<file path="config.mk">
export PLATFORM = sky130hd
export DESIGN_NAME = joy_serializer
export DESIGN_NICKNAME = d
export VERILOG_FILES = /design/src/rtl/joy_serializer.sv
export SDC_FILE = /design/constraint.sdc
export NUM_CORES = 1
export LEC_CHECK = 0
export BUFFER_PORTS_ARGS = -buffer_cell sky130_fd_sc_hd__buf_2
export CAP_MARGIN = 10
export CORE_MARGIN = 2
export CORE_UTILIZATION = 50
export DETAILED_ROUTE_END_ITERATION = 10
export HOLD_SLACK_MARGIN = 0.12
export PLACE_DENSITY = 0.67
export SETUP_SLACK_MARGIN = 0.05
export SYNTH_ARGS = -nofsm -noshare
export SYNTH_HDL_FRONTEND = slang
export SYNTH_SLANG_ARGS = --single-unit
export TNS_END_PERCENT = 5
</file>
<file path="constraint.sdc">
create_clock -name clk -period 1.9 [get_ports clk]
set_input_delay 0.19 -clock clk [delete_from_list [all_inputs] [get_ports clk]]
set_output_delay 0.19 -clock clk [all_outputs]
set_load 0.01 [all_outputs]
</file>
<file path="src/rtl/joy_serializer.sv">
// Purpose     : slave end of the two-joystick serial link, emulating a PISO shift-register chain.
// Latency     : joy_data follows a joy_clk rise by SYNC_STAGES+1 clk; load is transparent while low.
// Backpressure: none, the master paces everything via joy_clk/joy_load_n.
//
// Ports:
//   clk, reset          system clock (>= 8x joy_clk), synchronous active-high reset
//   joy_clk, joy_load_n master serial clock and active-low parallel load (both async)
//   joy1_n, joy2_n      {up,down,left,right,fire1,fire2}, low = pressed (async)
//   joy_data            serial data to master (= sr[0], registered)
//   frame_done          one-clk pulse when the WIDTH-th shift after a load completes
//   joy_data_in         only with JOY_SERIALIZER_CASCADE_EN: serial input from a
//                       downstream register, shifted in behind the frame
//
// Optional build macro: JOY_SERIALIZER_CASCADE_EN (default undefined, fill = 1).
module joy_serializer #(
    parameter int WIDTH       = 16,
    parameter int SYNC_STAGES = 2
) (
    input  logic       clk,
    input  logic       reset,
    input  logic       joy_clk,
    input  logic       joy_load_n,
`ifdef JOY_SERIALIZER_CASCADE_EN
    input  logic       joy_data_in,
`endif
    input  logic [5:0] joy1_n,
    input  logic [5:0] joy2_n,
    output logic       joy_data,
    output logic       frame_done
);

    localparam int CNT_W  = $clog2(WIDTH + 1);
    localparam int MASK_W = $clog2(SYNC_STAGES + 2);
    localparam logic [CNT_W-1:0]  CNT_MAX   = CNT_W'(WIDTH);
    localparam logic [CNT_W-1:0]  CNT_LAST  = CNT_W'(WIDTH - 1);
    localparam logic [MASK_W-1:0] MASK_DONE = MASK_W'(SYNC_STAGES + 1);

    logic [SYNC_STAGES-1:0]      clk_sync;
    logic [SYNC_STAGES-1:0]      load_sync;
    logic [SYNC_STAGES-1:0][5:0] j1_sync;
    logic [SYNC_STAGES-1:0][5:0] j2_sync;
    logic                        clk_prev;
    logic [MASK_W-1:0]           mask_cnt;
    logic [WIDTH-1:0]            sr;
    logic [CNT_W-1:0]            bit_cnt;
    logic [WIDTH-1:0]            frame;
    logic                        clk_s;
    logic                        load_s_n;
    logic                        rise;
    logic                        fill;

`ifdef JOY_SERIALIZER_CASCADE_EN
    logic [SYNC_STAGES-1:0] din_sync;

    always_ff @(posedge clk) begin
        if (reset) begin
            din_sync <= '1;
        end else begin
            for (int i = SYNC_STAGES - 1; i > 0; i--) din_sync[i] <= din_sync[i-1];
            din_sync[0] <= joy_data_in;
        end
    end

    assign fill = din_sync[SYNC_STAGES-1];
`else
    assign fill = 1'b1;
`endif

    assign clk_s    = clk_sync[SYNC_STAGES-1];
    assign load_s_n = load_sync[SYNC_STAGES-1];
    // Edges are ignored until the synchronisers have flushed their reset
    // values, so a joy_clk already high at release is not seen as a rise.
    assign rise     = clk_s & ~clk_prev & (mask_cnt == MASK_DONE);
    assign joy_data = sr[0];

    // Bit k of the frame is the k-th bit presented to the master.
    always_comb begin
        frame        = '1;
        frame[7:2]   = j1_sync[SYNC_STAGES-1];
        frame[15:10] = j2_sync[SYNC_STAGES-1];
    end

    always_ff @(posedge clk) begin
        if (reset) begin
            clk_sync   <= '0;
            load_sync  <= '1;
            j1_sync    <= '1;
            j2_sync    <= '1;
            clk_prev   <= 1'b0;
            mask_cnt   <= '0;
            sr         <= '1;
            bit_cnt    <= '0;
            frame_done <= 1'b0;
        end else begin
            for (int i = SYNC_STAGES - 1; i > 0; i--) begin
                clk_sync[i]  <= clk_sync[i-1];
                load_sync[i] <= load_sync[i-1];
                j1_sync[i]   <= j1_sync[i-1];
                j2_sync[i]   <= j2_sync[i-1];
            end
            clk_sync[0]  <= joy_clk;
            load_sync[0] <= joy_load_n;
            j1_sync[0]   <= joy1_n;
            j2_sync[0]   <= joy2_n;

            clk_prev <= clk_s;
            if (mask_cnt != MASK_DONE) mask_cnt <= mask_cnt + 1'b1;

            frame_done <= 1'b0;
            // Load is level-sensitive and takes priority over a coincident rise.
            if (!load_s_n) begin
                sr      <= frame;
                bit_cnt <= '0;
            end else if (rise) begin
                sr <= {fill, sr[WIDTH-1:1]};
                // Saturating count gives exactly one frame_done per load.
                if (bit_cnt != CNT_MAX)  bit_cnt    <= bit_cnt + 1'b1;
                if (bit_cnt == CNT_LAST) frame_done <= 1'b1;
            end
        end
    end

endmodule

</file>
==> qor.txt <==
final setup vio count: 0
WHS Path Cells: 2
commonest non-fill, non-tap cell in the layout: dfxtp_1
CTS tree: yes
final hold violations: 0
1st-pass router iterations: 6
Crit path required time: 2.13 ns
#FFs+latches synth: 53
DP Wirelength: 1880 um
chip width: 66.4 um
Design Power: 2020 uW
Worst setup SP type: flop
Syn Nets: 208
crit share post-route: 85.1%
setup TNS: 0 ns
Max-Cap Viols: 0
PwrDens: 878 nW/um2
synth unique cells: 32
status: finished, final reports clean
Die Height: 66.4 um
row count: 22
CP cell instances: ha_1 -> nand3b_2 -> or3_1 -> a21oi_1
final wirelength: 2910 um
io pins: 18
worst slew pin tran: 0.483 ns
clock buffer depth: 2
Slowest cell on crit path: or3_1
via count: 1,344
Core Area: 3720 um2
Routed wire per std cell: 11.1 um
PortBufs: 17
Post-DRT Antenna Nets: 0
Crit Path Max Fanout: 21
clk_lat worst skew: 0.29 ns
leading area contributor after synthesis: dfxtp_1
grt total ovfl: 0
Avg Synthesized Cell Area: 10.4 um2
Area contributors post-synth: dfxtp_1 (54%), or2_2 (8.3%), nor4b_1 (8.1%)
Synth warnings: 0
CTS Sinks: 53
PostCTS Resize Cnt: 0
first-pass GRT wire length: 5190 um
Leakage Power: 0.000882 uW
number of H-tree levels: 2
CTS Buf Count: 5
number of global-route vias before repair: 1,293
area share of the largest cell type after synthesis: 54.5%
GPL Wtd Cong: 0.706
initial antenna violation count: 0
Syn Inst Count: 188
fraction of layout cells with a size suffix above 1: 27.0%
Critical Path Max Stage Delay: 0.45 ns
Setup CP Type: reg -> reg
Worst setup EP type: flop
antenna diode count: 0
Reg clk slew, reported paths: 0.09 ns
clk_skew: 0.00429 ns
final hold slack: 0.401 ns
Vias per Instance: 5.11
worst vdd ir: 0.000535 V
Peak Freq: 619 MHz
Slew headroom: 67.8%
Tmin final: 1.62 ns
Worst Reg2Reg Path Length in Cells: 4
CTS root buffer: clkbuf_8
Seq/Total Area, Yosys: 54.5%
area grow syn2layout: 18.4%
DRC: 0
Overall Global Routing Usage: 15.5%
Initial DRC Count: 56
synthesized area: 1950 um2
Slew Limit Fails: 0
most frequent cells in the layout: dfxtp_1 (53), or2_2 (26), nor3_1 (23), nor4b_1 (18), buf_2 (17)
RSZ-0062 raised after global routing: no
worst hold path type: in -> reg
largest net degree at the start of global routing: 36
Initial Util: 52.4%
DIE AREA: 4410 um2
critical path arrival: 1.85 ns
post-layout net count: 235
## routing by layer
metal	vias to the layer above	share of wire (%)	routed length [um]	global-route usage (%)
li1	703	-	-	-
met2	28	49	1420	28.2
met1	611	46	1330	16.0
met5	-	0	0	0
met3	2	4.6	135	5.11
met4	0	0.76	22	6.63
## synthesized netlist by cell type
cell type	instances
or2_2	26
buf_8	1
dfxtp_1	53
nor4b_1	18
a32o_1	1
buf_1	1
nor4b_2	3
ha_1	4
o21ai_0	2
nor2b_1	4
and3_1	2
and3b_1	1
o31ai_1	1
buf_2	3
and4bb_1	1
nor3b_1	1
nand3b_2	1
o22ai_1	1
mux2i_1	1
a21oi_1	2
nand2_1	9
nand2b_1	3
buf_6	2
or3_1	2
a221oi_1	1
nand3_1	5
inv_1	3
nor2_1	3
nor3_1	23
clkbuf_1	8
xor2_1	1
nand4b_1	1
## logic make-up (layout without fill, tap and decap cells)
logic type      Yosys count  count (layout)  share of synthesized area, %
compound gates            8               8                          2.70
xor+xnor                  1               1                         0.450
fa+ha+maj                 4               4                          2.57
buf+inv                  18              45                          5.01
flops                    53              53                          54.5
mux                       1               1                         0.514
simple gates            103             103                          34.3
## critical path: cells and delay by family (launching register included)
| kind | cells | cell delay (ns) |
|---|---|---|
| AND/OR/NAND/NOR | 2 | 0.79 |
| flip-flops | 1 | 0.36 |
| adder cells (fa/ha/maj) | 1 | 0.26 |
| AO/OA/AOI/OAI | 1 | 0.14 |
## layout make-up
class	instances	area [um2]
inverters	3	11.3
well taps	48	60.1
clock buffers	5	68.8
multi-input cells	117	790
fillers	294	1410
flip-flops and latches	53	1060
repair buffers	35	280
clock inverters	2	35.0
## sequential cells by signal (all words and copies together) (netlist names)
name / flops
sr: 16
frame: 12
j1_sync: 6
j2_sync: 6
bit_cnt: 5
clk_sync: 2
load_sync: 2
mask_cnt: 2
clk_prev: 1
frame_done: 1
## power by group
part           total [uW]  internal, uW  switching [uW]
Sequential           1170          1150            17.2
Combinational         141          79.8            60.7
Clock                 714           383             332
Total                2020          1620             409
## repair_timing
item,in CTS,in global routing
hold endpoints to repair,14,0
hold buffers,14,0
setup endpoints to repair,0,0
setup buffers,0,0
## through the flow
step | area, um2 | cells | setup WS (ns) | util (%)
floorplan | 1950 | 188 | 0.506 | -
global placement | 2060 | 242 | 0.333 | 55.5
detailed placement | 2060 | 242 | 0.291 | 55.5
CTS | 2310 | 263 | 0.269 | 62.1
global route | 2310 | 263 | 0.0867 | 62.1
finish | 2310 | 263 | 0.284 | 62.1
## path summary, 6_finish.rpt
check                            endpoint  slack, ns                     start
setup / recovery  bit_cnt[0]$_SDFFE_PP0P_       0.28  mask_cnt[0]$_SDFFE_PP0P_
hold / removal        sr[15]$_SDFFE_PP1P_       0.40                     reset
setup reg to reg  bit_cnt[0]$_SDFFE_PP0P_       0.28  mask_cnt[0]$_SDFFE_PP0P_
hold reg to reg      frame[14]$_SDFF_PP1_       0.41     j2_sync[4]$_SDFF_PP1_
Note: power is estimated with default switching activity, not from simulation.
